### config.mk
export PLATFORM = sky130hd
export DESIGN_NAME = demux1to4_reg_flat
export DESIGN_NICKNAME = d
export VERILOG_FILES = /design/src/rtl/demux1to4_reg_if.sv /design/src/rtl/demux1to4_reg.sv /design/src/flat_wrapper.sv
export SDC_FILE = /design/constraint.sdc
export NUM_CORES = 1
export LEC_CHECK = 0
export CAP_MARGIN = 20
export CORE_MARGIN = 4
export CORE_UTILIZATION = 48
export CTS_CLUSTER_DIAMETER = 50
export DETAILED_ROUTE_END_ITERATION = 8
export PLACE_DENSITY = 0.84
export SLEW_MARGIN = 5
export SYNTH_ARGS = -nofsm -noshare
export SYNTH_HDL_FRONTEND = slang
export SYNTH_SLANG_ARGS = --single-unit
### constraint.sdc
create_clock -name clk -period 6.4 [get_ports clk]
set_clock_uncertainty 0.2 [all_clocks]
set_input_delay 0.64 -clock clk [delete_from_list [all_inputs] [get_ports clk]]
set_output_delay 0.64 -clock clk [all_outputs]
set_load 0.01 [all_outputs]
### src/rtl/demux1to4_reg_if.sv
// demux1to4_reg_if: producer/consumer bus of the registered 1-to-4 distributor
interface demux1to4_reg_if #(parameter int WIDTH = 32);
    logic [WIDTH-1:0] In;
    logic [1:0]       Sel;
    logic             InValid;
    logic             InReady;
    logic [WIDTH-1:0] Out1;
    logic [WIDTH-1:0] Out2;
    logic [WIDTH-1:0] Out3;
    logic [WIDTH-1:0] Out4;
    logic [3:0]       OutValid;
    logic [3:0]       OutAck;
    logic             Ovf;
    modport master (
        output In, Sel, InValid, OutAck,
        input  InReady, Out1, Out2, Out3, Out4, OutValid, Ovf
    );
    modport slave (
        input  In, Sel, InValid, OutAck,
        output InReady, Out1, Out2, Out3, Out4, OutValid, Ovf
    );
endinterface

### src/rtl/demux1to4_reg.sv
// demux1to4_reg: steers one word into one of four valid/ack holding slots; DEMUX_OVERWRITE_EN enables overwrite with sticky Ovf
module demux1to4_reg #(
    parameter int WIDTH = 32
) (
    input logic             clk,
    input logic             reset,
    demux1to4_reg_if.slave  bus
);
    logic [3:0]       r_valid;
    logic [3:0]       w_valid_next;
    logic [3:0]       w_load;
    logic [WIDTH-1:0] r_data [4];
    logic             w_ready;
    logic             w_accept;
    logic             w_ovf;
    // readiness of the addressed slot and the one-hot slot loaded this edge
    always_comb begin
`ifdef DEMUX_OVERWRITE_EN
        w_ready = 1'b1;
`else
        w_ready = ~r_valid[bus.Sel] | bus.OutAck[bus.Sel];
`endif
        w_accept = bus.InValid & w_ready;
        w_load = w_accept ? (4'b0001 << bus.Sel) : 4'b0000;
    end
    // per-slot next state: a load fills, an ack without load empties, otherwise hold
    always_comb w_valid_next = w_load | (r_valid & ~bus.OutAck);
    // per-slot state register
    always_ff @(posedge clk or posedge reset) begin
        if (reset) r_valid <= 4'b0000;
        else r_valid <= w_valid_next;
    end
    // slot data registers keep their word after consume
    always_ff @(posedge clk or posedge reset) begin
        if (reset) begin
            for (int i = 0; i < 4; i++) r_data[i] <= '0;
        end else begin
            for (int i = 0; i < 4; i++) if (w_load[i]) r_data[i] <= bus.In;
        end
    end
`ifdef DEMUX_OVERWRITE_EN
    logic r_ovf;
    // sticky flag: a load into a full slot that is not being acked loses a word
    always_ff @(posedge clk or posedge reset) begin
        if (reset) r_ovf <= 1'b0;
        else r_ovf <= r_ovf | (|(w_load & r_valid & ~bus.OutAck));
    end
    assign w_ovf = r_ovf;
`else
    assign w_ovf = 1'b0;
`endif
    // drive the bus outputs
    always_comb begin
        bus.InReady  = w_ready;
        bus.OutValid = r_valid;
        bus.Out1     = r_data[0];
        bus.Out2     = r_data[1];
        bus.Out3     = r_data[2];
        bus.Out4     = r_data[3];
        bus.Ovf      = w_ovf;
    end
endmodule

### src/flat_wrapper.sv
// flat-port wrapper written by rule: the top's interface ports become plain ports
module demux1to4_reg_flat 
#(
    parameter int WIDTH = 32
)
  (clk, reset, bus_In, bus_Sel, bus_InValid, bus_OutAck, bus_InReady, bus_Out1, bus_Out2, bus_Out3, bus_Out4, bus_OutValid, bus_Ovf);
  demux1to4_reg_if #(.WIDTH(WIDTH)) bus_i ();
  input logic clk;
  input logic reset;
  input wire logic [$bits(bus_i.In)-1:0] bus_In;
  input wire logic [$bits(bus_i.Sel)-1:0] bus_Sel;
  input wire logic [$bits(bus_i.InValid)-1:0] bus_InValid;
  input wire logic [$bits(bus_i.OutAck)-1:0] bus_OutAck;
  output wire logic [$bits(bus_i.InReady)-1:0] bus_InReady;
  output wire logic [$bits(bus_i.Out1)-1:0] bus_Out1;
  output wire logic [$bits(bus_i.Out2)-1:0] bus_Out2;
  output wire logic [$bits(bus_i.Out3)-1:0] bus_Out3;
  output wire logic [$bits(bus_i.Out4)-1:0] bus_Out4;
  output wire logic [$bits(bus_i.OutValid)-1:0] bus_OutValid;
  output wire logic [$bits(bus_i.Ovf)-1:0] bus_Ovf;
  assign bus_i.In = bus_In;
  assign bus_i.Sel = bus_Sel;
  assign bus_i.InValid = bus_InValid;
  assign bus_i.OutAck = bus_OutAck;
  assign bus_InReady = bus_i.InReady;
  assign bus_Out1 = bus_i.Out1;
  assign bus_Out2 = bus_i.Out2;
  assign bus_Out3 = bus_i.Out3;
  assign bus_Out4 = bus_i.Out4;
  assign bus_OutValid = bus_i.OutValid;
  assign bus_Ovf = bus_i.Ovf;
  demux1to4_reg #(.WIDTH(WIDTH)) u_core (.clk(clk), .reset(reset), .bus(bus_i));
endmodule
==> flow_metrics.env <==
export IMPL_grt_util_met3_pct=6.814
export IMPL_clk_latency_ns=0.49
export IMPL_crit_top_cell="clkdlybuf4s50_1"
export IMPL_rows=37
export IMPL_ys_seq_area_share_pct=65.87
export IMPL_synth_cell_types=19
export IMPL_fin_nets=515
export IMPL_end_kind="output pin"
export IMPL_multi_input_area_um2=1578
export IMPL_fp_dieH_um=110.2
export IMPL_crit_arrival_ns=2.31
export IMPL_viasPerCell=5.002
export IMPL_fmax_mhz=317.5
export IMPL_place_gp_congestion=0.7273
export IMPL_port_buffers=173
export IMPL_clk_transition_reported_paths_ns=0.05
export IMPL_clockBufferDepth=2
export IMPL_avgSynthCellArea_um2=17.00
export IMPL_path_class="in2out"
export IMPL_ys_flop_type="dfrtp_1"
export IMPL_use_met1_pct=22.34
export IMPL_grt_pass1_wl_mm=17.77
export IMPL_cp_required_ns=5.56
export IMPL_fillers=687
export IMPL_cap_violations=0
export IMPL_hpwl_mm=7.887
export IMPL_power_internal_mw=2.009
export IMPL_met2_usage_pct=34.36
export IMPL_leakage_nw=3.084
export IMPL_tightest_slew_ns=1.013
export IMPL_hold_class="reg2reg"
export IMPL_drc_errors=0
export IMPL_min_period_over_period_pct=49.22
export IMPL_hold_viol=0
export IMPL_start_kind="input pin"
export IMPL_start_util_pct=49.02
export IMPL_wl_per_cell_um=18.52
export IMPL_pre_cts_slack_ns=3.259
export IMPL_root_buffer="clkbuf_8"
export IMPL_grt_usage_pct=19.49
export IMPL_pwr_share_comb_pct=26.3
export IMPL_drt_initial_drc_count=67
export IMPL_setup_tns_ns=0
export IMPL_yosys_warnings=0
export IMPL_dp_cells=591
export IMPL_netlist_instances=295
export IMPL_register_area_um2=3303
export IMPL_antenna_found_initial=0
export IMPL_grt_pass1_vias=3309
export IMPL_crit_path_max_incr_delay_ns=0.63
export IMPL_p_seq_share_pct=41.2
export IMPL_core_area_um2=10230
export IMPL_final_cells=621
export IMPL_vias=3106
export IMPL_overflow=0
export IMPL_synthArstFlopShare_pct=100.0
export IMPL_grt_start_max_net_pins=78
export IMPL_syn_cell_area_um2=5015
export IMPL_total_power_mw=2.669
export IMPL_postCtsSetupRepairBufs=0
export IMPL_fp_dieW_um=110.2
export IMPL_rsz0062_at_grt="false"
export IMPL_synthToLayoutAreaGrowth_pct=46.41
export IMPL_synth_area_leaders="dfrtp_1 66%, mux2_2 28%, buf_6 2.0%"
export IMPL_final_max_slew_viol_count=0
export IMPL_postLayoutSetupSlackWorst_ns=3.250
export IMPL_syn_nets=336
export IMPL_whs_ns=0.2962
export IMPL_p_sw_mw=0.6597
export IMPL_slew_headroom_pct=32.30
export IMPL_fin_crit_ns=3.150
export IMPL_synth_most_common_cell="dfrtp_1"
export IMPL_setup_violations=0
export IMPL_drt_first_pass_iters=4
export IMPL_die_area_um2=12150
export IMPL_n_antenna_cell=0
export IMPL_htree_levels=4
export IMPL_holdBufCountCts=0
export IMPL_drtAntennaViolNets=0
export IMPL_cts_buffers=17
export IMPL_cp_max_fo=7
export IMPL_clockPowerShare_pct=32.5
export IMPL_cts_sink_count=132
export IMPL_powerDensity_nw_per_um2=363.5
export IMPL_yosys_top_cells_count="132 x dfrtp_1, 124 x mux2_2, 9 x buf_6"
export IMPL_cts_tree="done"
export IMPL_wl_mm=11.50
export IMPL_synth_top_area_cell="dfrtp_1"
export IMPL_drive_above_1_share_pct=32.37
export IMPL_io_pins=175
export IMPL_crit_path_cell_trace="clkdlybuf4s50_1, mux4_2, clkdlybuf4s50_1"
export IMPL_slowest_stage="clkdlybuf4s50_1"
export IMPL_busiest_layer="met2"
export IMPL_cts_resized=0
export IMPL_status="finished, final reports clean"
export IMPL_swShare_pct=24.72
export IMPL_synth_seq_cells=132
export IMPL_synth_top_area_share_pct=65.87
export IMPL_vdd_drop_max_mv=0.2351
export IMPL_synth_edf_count=0
[power groups by stage]
stage / combinational [mW] / clock [mW] / sequential, mW
floorplan: 0.189 / 0 / 1.19
global placement: 0.696 / 0 / 1.10
detailed placement: 0.711 / 0 / 1.11
CTS: 0.715 / 0.887 / 1.10
global route: 0.746 / 0.928 / 1.12
finish: 0.701 / 0.868 / 1.10
[final cells by class]
type / count / share of cell area, %
sequential: 132 / 44.99
timing repair buffer: 176 / 23.89
multi-input combinational: 146 / 21.49
clock buffer: 24 / 6.135
tap: 136 / 2.318
clock inverter: 6 / 1.091
inverter: 1 / 0.08521
[cells in the final DEF, fill, tap and decap left out]
cell type | synthesis | layout
inv_4 | 0 | 1
clkbuf_1 | 0 | 6
nand2_1 | 5 | 5
clkdlybuf4s50_1 | 0 | 173
nand2b_1 | 4 | 4
bufinv_16 | 0 | 2
clkinv_2 | 0 | 4
nor3b_4 | 1 | 1
nand3b_1 | 1 | 1
nor2b_4 | 0 | 1
nor2b_2 | 1 | 1
buf_4 | 1 | 3
clkbuf_8 | 0 | 2
o21ai_0 | 1 | 1
mux2_2 | 124 | 124
nand3_1 | 1 | 1
conb_1 | 1 | 1
mux4_2 | 1 | 1
and3_2 | 0 | 1
clkbuf_16 | 0 | 16
dfrtp_1 | 132 | 132
mux2_1 | 4 | 4
[cell families (layout without fill, tap and decap cells)]
group                  count (synthesis)  in the layout  synth area share [%]
other                                  1              1               0.07478
AO/OA/AOI/OAI                          1              1               0.09970
multiplexers                         129            129                 29.19
buffers and inverters                 17            207                 2.844
flip-flops                           132            132                 65.87
AND/OR/NAND/NOR                       15             15                 1.921
[metal layers]
layer | routed length [um] | vias up
met4 | 173 | 0
met5 | 0 | -
met1 | 4357 | 1592
met3 | 774 | 9
li1 | - | 1411
met2 | 6198 | 94
[state kept, by name, summed over array words and instances (netlist names)]
register / count
u_core.bus.Out2: 32
u_core.bus.Out3: 32
u_core.bus.Out1: 32
u_core.bus.OutValid: 4
u_core.bus.Out4: 32
[critical path: cells and delay by family]
family / cells / cell delay [ns]
buffers and inverters: 2 / 1.12
multiplexers: 1 / 0.54
[per-stage QoR]
stage | utilization, % | instance area [um2]
floorplan | - | 5015
global placement | 66.58 | 6812
detailed placement | 66.58 | 6812
CTS | 71.76 | 7342
global route | 71.76 | 7342
finish | 71.76 | 7342
[final timing paths]
check | end | slack [ns] | cells after the start | start
max | bus_InReady | 3.25 | 3 | bus_Sel[1]
min | u_core.bus.Out2[21]$_DFFE_PP0P_ | 0.30 | 1 | u_core.bus.Out2[21]$_DFFE_PP0P_
max reg2reg | u_core.bus.Out4[31]$_DFFE_PP0P_ | 4.34 | 3 | u_core.bus.OutValid[3]$_DFF_PP0_
min reg2reg | u_core.bus.Out2[21]$_DFFE_PP0P_ | 0.30 | 1 | u_core.bus.Out2[21]$_DFFE_PP0P_
max in group asynchronous | u_core.bus.OutValid[2]$_DFF_PP0_ | 4.21 | 3 | reset
min in group asynchronous | u_core.bus.Out1[9]$_DFFE_PP0P_ | 0.52 | 2 | reset
No activity file was read; power rests on OpenSTA's default activity.
